[src/rtl/isa_pkg.sv]
// isa_pkg: shared ISA definitions for the decode/issue slice.
//   - opcode_e   : 4-bit opcode encoding (OP_CPT .. OP_LUI, OP_RSV0/1)
//   - REG_W      : register / operand width
//   - IDX_W      : register index width
//   - field slice constants for the 9-bit instruction word
package isa_pkg;

   localparam int unsigned REG_W   = 8;
   localparam int unsigned IDX_W   = 3;
   localparam int unsigned INSTR_W = 9;

   // Instruction fields: [8:5] opcode, [4:0] operand field, [2:0] rs.
   localparam int unsigned OPC_HI = 8;
   localparam int unsigned OPC_LO = 5;
   localparam int unsigned IMM_HI = 4;
   localparam int unsigned RS_HI  = 2;

   typedef enum logic [3:0] {
      OP_CPT  = 4'h0,
      OP_CPF  = 4'h1,
      OP_ADD  = 4'h2,
      OP_NOT  = 4'h3,
      OP_AND  = 4'h4,
      OP_LDR  = 4'h5,
      OP_STR  = 4'h6,
      OP_STL  = 4'h7,
      OP_XOR  = 4'h8,
      OP_LT   = 4'h9,
      OP_SHL  = 4'hA,
      OP_SHR  = 4'hB,
      OP_ADDI = 4'hC,
      OP_LUI  = 4'hD,
      OP_RSV0 = 4'hE,
      OP_RSV1 = 4'hF
   } opcode_e;

endpackage

[src/rtl/reg_file.sv]
// reg_file: NREG x REG_W register file.
//   clk, rst_n       : clock, asynchronous active-low reset (clears all registers)
//   raddr0 / rdata0  : combinational read port 0
//   raddr1 / rdata1  : combinational read port 1
//   we, waddr, wdata : synchronous write port; a same-cycle write is bypassed to both reads
module reg_file
   import isa_pkg::*;
#(
   parameter int unsigned NREG = 8
) (
   input  logic             clk,
   input  logic             rst_n,
   input  logic [IDX_W-1:0] raddr0,
   output logic [REG_W-1:0] rdata0,
   input  logic [IDX_W-1:0] raddr1,
   output logic [REG_W-1:0] rdata1,
   input  logic             we,
   input  logic [IDX_W-1:0] waddr,
   input  logic [REG_W-1:0] wdata
);

   logic [REG_W-1:0] regs [NREG];

   always_ff @(posedge clk or negedge rst_n) begin
      if (!rst_n) begin
         for (int i = 0; i < int'(NREG); i++) begin
            regs[i] <= '0;
         end
      end else if (we) begin
         regs[waddr] <= wdata;
      end
   end

   always_comb begin
      rdata0 = (we && (waddr == raddr0)) ? wdata : regs[raddr0];
      rdata1 = (we && (waddr == raddr1)) ? wdata : regs[raddr1];
   end

endmodule

[src/rtl/decode_issue.sv]
// decode_issue: decode-and-issue stage feeding the 8-bit ALU.
//   clk, rst_n                 : clock, asynchronous active-low reset
//   in_valid, in_instr, in_ready : fetch handshake (9-bit instruction)
//   sign_mode                  : sampled at accept, presented as out_sign
//   wb_en, wb_addr, wb_data    : write-back port (register write + scoreboard clear)
//   out_valid, out_ready       : one-deep output register handshake
//   out_opcode, out_input0, out_input1, out_sign, out_dest, out_wr_en : ALU operands
//   illegal_op                 : one-cycle pulse after a reserved opcode is dropped
module decode_issue
   import isa_pkg::*;
#(
   parameter int unsigned NREG = 8
) (
   input  logic               clk,
   input  logic               rst_n,
   input  logic               in_valid,
   input  logic [INSTR_W-1:0] in_instr,
   output logic               in_ready,
   input  logic               sign_mode,
   input  logic               wb_en,
   input  logic [IDX_W-1:0]   wb_addr,
   input  logic [REG_W-1:0]   wb_data,
   output logic               out_valid,
   input  logic               out_ready,
   output logic [3:0]         out_opcode,
   output logic [REG_W-1:0]   out_input0,
   output logic [REG_W-1:0]   out_input1,
   output logic               out_sign,
   output logic [IDX_W-1:0]   out_dest,
   output logic               out_wr_en,
   output logic               illegal_op
);

   localparam logic [IDX_W-1:0] ACC = '0;  // R0, the accumulator

   opcode_e          opc;
   logic [IDX_W-1:0] rs;
   logic [4:0]       imm;
   logic [REG_W-1:0] r0_val, rs_val;

   assign opc = opcode_e'(in_instr[OPC_HI:OPC_LO]);
   assign rs  = in_instr[RS_HI:0];
   assign imm = in_instr[IMM_HI:0];

   reg_file #(
      .NREG (NREG)
   ) u_rf (
      .clk    (clk),
      .rst_n  (rst_n),
      .raddr0 (ACC),
      .rdata0 (r0_val),
      .raddr1 (rs),
      .rdata1 (rs_val),
      .we     (wb_en),
      .waddr  (wb_addr),
      .wdata  (wb_data)
   );

   // Decode
   logic             use_r0, use_rs, dec_wr, dec_legal;
   logic [IDX_W-1:0] dec_dest;
   logic [REG_W-1:0] dec_in0, dec_in1;

   always_comb begin
      use_r0    = 1'b0;
      use_rs    = 1'b0;
      dec_wr    = 1'b1;
      dec_legal = 1'b1;
      dec_dest  = ACC;
      dec_in0   = '0;
      dec_in1   = '0;
      unique case (opc)
         OP_CPT: begin
            use_r0   = 1'b1;
            dec_in0  = r0_val;
            dec_dest = rs;
         end
         OP_CPF, OP_NOT, OP_LDR: begin
            use_rs  = 1'b1;
            dec_in0 = rs_val;
         end
         OP_STR, OP_STL: begin
            // R0 holds the address, so it still counts as a source for hazards.
            use_r0  = 1'b1;
            use_rs  = 1'b1;
            dec_wr  = 1'b0;
            dec_in0 = rs_val;
         end
         OP_ADD, OP_AND, OP_XOR: begin
            use_r0  = 1'b1;
            use_rs  = 1'b1;
            dec_in0 = r0_val;
            dec_in1 = rs_val;
         end
         OP_LT: begin
            use_r0  = 1'b1;
            use_rs  = 1'b1;
            dec_wr  = 1'b0;
            dec_in0 = r0_val;
            dec_in1 = rs_val;
         end
         OP_SHL, OP_SHR: begin
            use_r0  = 1'b1;
            dec_in0 = r0_val;
            dec_in1 = {3'b000, imm};
         end
         OP_ADDI: begin
            use_r0  = 1'b1;
            dec_in0 = r0_val;
            dec_in1 = {{3{imm[4]}}, imm};
         end
         OP_LUI: begin
            dec_in0 = {4'b0000, imm[3:0]};
         end
         OP_RSV0, OP_RSV1: begin
            dec_wr    = 1'b0;
            dec_legal = 1'b0;
         end
      endcase
   end

   // Scoreboard: a write-back this cycle releases its register immediately.
   logic [NREG-1:0] pend_q, pend_d, clr_mask, set_mask, pend_eff;
   logic            hazard, accept, issue;

   always_comb begin
      for (int i = 0; i < int'(NREG); i++) begin
         clr_mask[i] = wb_en && (wb_addr == IDX_W'(i));
         set_mask[i] = issue && dec_wr && (dec_dest == IDX_W'(i));
      end
   end

   assign pend_eff = pend_q & ~clr_mask;
   assign hazard   = (use_r0 && pend_eff[ACC]) || (use_rs && pend_eff[rs]) ||
                     (dec_wr && pend_eff[dec_dest]);
   assign in_ready = (!out_valid || out_ready) && !hazard;
   assign accept   = in_valid && in_ready;
   assign issue    = accept && dec_legal;
   // Set after clear so a same-cycle set of the same bit wins.
   assign pend_d   = (pend_q & ~clr_mask) | set_mask;

   always_ff @(posedge clk or negedge rst_n) begin
      if (!rst_n) begin
         pend_q <= '0;
      end else begin
         pend_q <= pend_d;
      end
   end

   // Output register
   always_ff @(posedge clk or negedge rst_n) begin
      if (!rst_n) begin
         out_valid  <= 1'b0;
         out_opcode <= '0;
         out_input0 <= '0;
         out_input1 <= '0;
         out_sign   <= 1'b0;
         out_dest   <= '0;
         out_wr_en  <= 1'b0;
         illegal_op <= 1'b0;
      end else begin
         illegal_op <= accept && !dec_legal;
         if (issue) begin
            out_valid  <= 1'b1;
            out_opcode <= in_instr[OPC_HI:OPC_LO];
            out_input0 <= dec_in0;
            out_input1 <= dec_in1;
            out_sign   <= sign_mode;
            out_dest   <= dec_dest;
            out_wr_en  <= dec_wr;
         end else if (out_ready) begin
            out_valid <= 1'b0;
         end
      end
   end

endmodule

[config.mk]
export PLATFORM = sky130hd
export DESIGN_NAME = decode_issue
export DESIGN_NICKNAME = d
export VERILOG_FILES = /design/src/rtl/isa_pkg.sv /design/src/rtl/reg_file.sv /design/src/rtl/decode_issue.sv
export SDC_FILE = /design/constraint.sdc
export NUM_CORES = 1
export LEC_CHECK = 0
export CAP_MARGIN = 0
export CORE_ASPECT_RATIO = 1.25
export CORE_UTILIZATION = 52
export DETAILED_ROUTE_END_ITERATION = 8
export PLACE_DENSITY = 0.73
export SLEW_MARGIN = 40
export SYNTH_ARGS = -nofsm -noshare
export SYNTH_HDL_FRONTEND = slang
export SYNTH_SLANG_ARGS = --single-unit
[constraint.sdc]
create_clock -name clk -period 5.69 [get_ports clk]
set_clock_uncertainty 0.05 [all_clocks]
set_input_delay 1.138 -clock clk [delete_from_list [all_inputs] [get_ports clk]]
set_output_delay 1.138 -clock clk [all_outputs]
set_load 0.02 [all_outputs]
==> results.sh <==
export IMPL_ys_top_cells_by_area="dfrtp_1 47%, mux2_2 14%, mux4_2 6.9%"
export IMPL_crit_fanout=16
export IMPL_antenna_found_initial=0
export IMPL_slew_viol_final=0
export IMPL_gp_congestion=0.8623
export IMPL_place_ws_ns=0.4227
export IMPL_setup_ws_ns=0.4000
export IMPL_postCtsHoldBufs=0
export IMPL_layout_common_cells="99 x dfrtp_1, 67 x mux2_2, 53 x nand2_1"
export IMPL_startpoint="wb_en"
export IMPL_wirelength_um=11750
export IMPL_ys_ff_latch=99
export IMPL_cts_buffer_depth=2
export IMPL_drtIter0Drc=271
export IMPL_arrival_ns=4.10
export IMPL_cts_setup_buffers=0
export IMPL_grtUsageTotal=0.2412
export IMPL_die_h_um=114.1
export IMPL_grt_first_pass_wirelength_um=19210
export IMPL_cts_resized=0
export IMPL_die_area_um2=10450
export IMPL_worst_pin_slew_ns=0.6621
export IMPL_synthArstFlopShare=1.000
export IMPL_crit_path_end_kind="primary output"
export IMPL_critPathRequiredTime_ns=4.50
export IMPL_syn_inst=452
export IMPL_relSlewSlack=0.5562
export IMPL_tns_ns=0
export IMPL_r2r_start="pend_q[7]$_DFF_PN0_"
export IMPL_synth_cell_types=54
export IMPL_wl_per_cell_um=18.51
export IMPL_hold_class="reg2reg"
export IMPL_area_delta_synth_final_pct=19.04
export IMPL_layout_commonest_cell="dfrtp_1"
export IMPL_p_per_area_nw_per_um2=374.7
export IMPL_yosysTopAreaCell="dfrtp_1"
export IMPL_total_power_w=0.002330
export IMPL_dp_hpwl_um=8371
export IMPL_ios=54
export IMPL_cts_tree="done"
export IMPL_cts_made_buffers=9
export IMPL_ant_nets=0
export IMPL_remaining_drc_errors=0
export IMPL_cp_start_kind="input port"
export IMPL_avgViaCountPerCell=5.929
export IMPL_clk_latency_ns=0.34
export IMPL_clock_sinks=99
export IMPL_grt_overflow=0
export IMPL_start_util=0.5380
export IMPL_synth_top_cell_area_share=0.4743
export IMPL_final_layout_size_suffix_gt1_frac=0.2790
export IMPL_slowest_delay_ns=0.64
export IMPL_finalCritPeriodShare=0.9297
export IMPL_grt_max_degree=51
export IMPL_synth_edf_count=0
export IMPL_syn_avg_cell_area_um2=11.56
export IMPL_run_status="completed"
export IMPL_synthFlopType="dfrtp_1"
export IMPL_hold_start="out_opcode[3]$_DFFE_PN0P_"
export IMPL_max_freq_ghz=0.1890
export IMPL_path_buf_inv=2
export IMPL_cap_violations=0
export IMPL_power_leakage_nw=2.619
export IMPL_peakVddDrop_mv=0.1653
export IMPL_core_area_um2=9709
export IMPL_cpMostUsedCell="clkdlybuf4s50_1"
export IMPL_rsz0062_at_grt="no"
export IMPL_num_vias=3765
export IMPL_nets=531
export IMPL_die_width_um=91.65
export IMPL_clkTransAtPathRegs_ns=0.07
export IMPL_path_cells="clkdlybuf4s50_1, or4b_1, and2_4, o41a_1, o21a_1, and3_4, nor3b_1, clkdlybuf4s50_1"
export IMPL_synth_area_um2=5224
export IMPL_drtPass1Iterations=4
export IMPL_setup_viol_count_final=0
export IMPL_crit_slowest_cell="clkdlybuf4s50_1"
export IMPL_num_antenna_cells=0
export IMPL_critPathKind="in2out"
export IMPL_cts_root_buf="clkbuf_16"
export IMPL_cp_top_family="buffers and inverters"
export IMPL_portBuffers=53
export IMPL_hold_viol=0
export IMPL_htreeDepth=3
export IMPL_yosysWarnings=0
export IMPL_syn_nets=478
export IMPL_seq_area_frac_synth=0.4743
export IMPL_grt_pass1_vias=3757
export IMPL_row_count=40
export IMPL_post_route_min_period_ns=5.290
[metrics by stage]
| stage | hold WS [ns] | cells | utilization | area (um2) |
|---|---|---|---|---|
| 6_report | 0.4456 | 635 | 0.6405 | 6218 |
| 5_1_grt | 0.4653 | 635 | 0.6405 | 6218 |
| 4_1_cts | 0.4488 | 635 | 0.6405 | 6218 |
| 3_5_place_dp | 0.4295 | 620 | 0.6106 | 5928 |
| 3_3_place_gp | 0.4237 | 620 | 0.6097 | 5919 |
| 2_1_floorplan | 0.4031 | 452 | - | 5224 |
[synth_stat cells (all sizes together) (5+ instances only)]
cell    count
a21oi       9
and2        5
buf        12
clkbuf     22
dfrtp      99
inv         6
mux2       74
mux4       16
nand2      53
nand2b      8
nand3      15
nor2       16
nor2b       5
o21ai      35
o31ai      12
[worst register-to-register path, delay by kind of cell, from the launching register on]
| family | cells | cell delay, ns |
|---|---|---|
| AO/OA/AOI/OAI | 2 | 0.30 |
| flip-flops | 1 | 0.39 |
| multiplexers | 1 | 0.39 |
| AND/OR/NAND/NOR | 3 | 1.24 |
[sequential cells by signal, summed over array words and instances (netlist names), 3 cells and up]
| signal | cells |
|---|---|
| out_dest | 3 |
| pend_q | 8 |
| u_rf.regs | 64 |
| out_opcode | 4 |
| out_input0 | 8 |
| out_input1 | 8 |
[layer usage]
layer	part of all wire	GRT usage	up-vias
met4	0.019	0.09101	0
met2	0.52	0.4175	87
met5	0	0	-
li1	-	-	1767
met1	0.43	0.3012	1894
met3	0.040	0.04515	17
[final cells by class]
cell class | instances | area (um2)
clock inverter | 6 | 65.06
tap | 126 | 157.7
clock buffer | 9 | 225.2
fill | 771 | 3491
timing repair buffer | 76 | 695.7
sequential | 99 | 2477
multi-input combinational | 313 | 2575
inverter | 6 | 22.52
[power breakdown]
| part | total (W) | internal [W] | leakage (nW) | switching (W) |
|---|---|---|---|---|
| logic | 0.000750 | 0.000398 | 1.25 | 0.000352 |
| registers | 0.000975 | 0.000882 | 1.23 | 0.0000931 |
| clock network | 0.000605 | 0.000340 | 0.142 | 0.000265 |
[worst paths after layout]
kind | to | slack, ns | cells after the start
min in group asynchronous | out_dest[2]$_DFFE_PN0P_ | 0.76 | 1
max in group asynchronous | u_rf.regs[14]$_DFFE_PN0P_ | 3.76 | 2
worst max register to register | out_input1[6]$_DFFE_PN0P_ | 3.21 | 6
worst max-delay path | in_ready | 0.40 | 8
worst min-delay path | out_opcode[3]$_DFFE_PN0P_ | 0.45 | 1
worst min register to register | out_opcode[3]$_DFFE_PN0P_ | 0.45 | 1
[cells by family after synthesis]
kind of cell           synth area share
buffers and inverters           0.03928
AO/OA/AOI/OAI                    0.1052
multiplexers                     0.2412
XOR/XNOR                       0.005031
flip-flops                       0.4743
AND/OR/NAND/NOR                  0.1351
Note: power is estimated with default switching activity, not from simulation.
==> variant, RTL diff (config.mk and constraints unchanged) <==
Add an input register stage for `sign_mode`; this delays it by one clock. The other inputs are not delayed to match.
--- a/src/rtl/decode_issue.sv
+++ b/src/rtl/decode_issue.sv
@@ -34,2 +34,8 @@
    localparam logic [IDX_W-1:0] ACC = '0;  // R0, the accumulator
+
+   logic sign_mode_q;
+
+   always_ff @(posedge clk) begin
+      sign_mode_q <= sign_mode;
+   end
 
@@ -167,3 +173,3 @@
             out_input1 <= dec_in1;
-            out_sign   <= sign_mode;
+            out_sign   <= sign_mode_q;
             out_dest   <= dec_dest;
Function: changed (a bounded check fails within 4 cycles, from zero or initial values and one cycle with rst_n low).
==> variant against the unedited design <==
Routed wire length is 12% higher. First-iteration DRC count is 12% higher. Hold slack worse by 0.032 ns. Design area is 2.3% higher. Synthesized cell count is 10% higher. Largest power group unchanged. Setup slack better by 0.15 ns. Power is 3.8% higher. Sequential cell count is 1 higher. Sequential power is 1% higher. Die area is 2.8% higher. Synthesized area is 2.9% higher. Critical path depth is 1 lower.
==> variant: results <==
[finish]
finalNetCount = 568
final_cell_count_no_fill = 676
nFillCells = 827

[global_routing]
grt_pass1_vias = 4130
grt_start_max_net_pins = 73
track_usage_pct = 26.4
grt_pass1_wl_mm = 21.5

[power_and_ir_drop]
leakage_nw = 2.84
vdd_drop_max_mv = 0.172

[synthesis]
synth_compound_area_share_pct = 12.1
synthMuxAreaShare_pct = 20.7
ys_async_sr_fraction_pct = 99.0
synth_seq_area_share_pct = 46.5
synth-adder-area-share_pct = 0
ys_types = 61
syn_nets = 523
ys_top_cells_by_count = 99 x dfrtp_1, 74 x nand2_1, 44 x mux2_2
synth.area.top_cells = dfrtp_1 46%, mux2_2 9.2%, nand2_1 5.2%

[drt]
routed_via_density = 6.07
dr.first_iter.drc_count = 304
first_pass_iters = 6
wl_per_cell_um = 19.5

[status]
outcome = finished, final reports clean

[setup_path]
worst-path-max-fanout = 12
worstPathArrival_ns = 3.95

[placed_design]
place_inst = 660
dp_worst_setup_slack_ns = 0.556
place_area_sq_um = 6050
dp_hpwl_mm = 9.62
place_congestion = 0.900

[sta]
tightest_slew_ns = 0.722
## variant: worst paths after layout
kind / start / slack, ns / end
worst min register to register: sign_mode_q / 0.41 / out_sign
worst min-delay path: sign_mode_q / 0.41 / out_sign
worst max-delay path: wb_addr[1] / 0.55 / in_ready
max in group asynchronous: rst_n / 4.00 / u_rf.regs[33]
min in group asynchronous: rst_n / 0.64 / out_sign
worst max register to register: pend_q[2] / 3.00 / out_input0[5]
## variant: worst max-delay path, cell delays in order
cell and delay, ns:
clkdlybuf4s50_1 0.62, or4b_2 0.94, a21oi_1 0.19, o21ai_0 0.12, o311ai_2 0.11, and3_1 0.22, clkdlybuf4s50_1 0.60
## variant: routing by layer
layer  vias up  GRT usage (%)  share of wire [%]
met5         -              0                  0
met4         0           11.3                2.7
met3        28           4.86                3.3
met2       118           44.0                 50
met1      2068           33.8                 44
li1       1891              -                  -
## variant: power by group through the flow
stage	clock network [W]	logic (W)	registers, W
6_report	0.000637	0.000791	0.000989
5_1_grt	0.000676	0.000853	0.00101
4_1_cts	0.000646	0.000794	0.000989
3_5_place_dp	0	0.000791	0.00100
3_3_place_gp	0	0.000774	0.000988
2_1_floorplan	0	0.000414	0.00107
## variant: cell type report
| cell class | instances | area (sq um) | share of cell area [%] |
|---|---|---|---|
| Sequential cell | 100 | 2500 | 39.3 |
| Tap cell | 129 | 161 | 2.54 |
| Clock buffer | 12 | 256 | 4.03 |
| Inverter | 18 | 67.6 | 1.06 |
| Multi-Input combinational cell | 340 | 2640 | 41.6 |
| Clock inverter | 4 | 56.3 | 0.885 |
| Timing Repair Buffer | 73 | 677 | 10.6 |
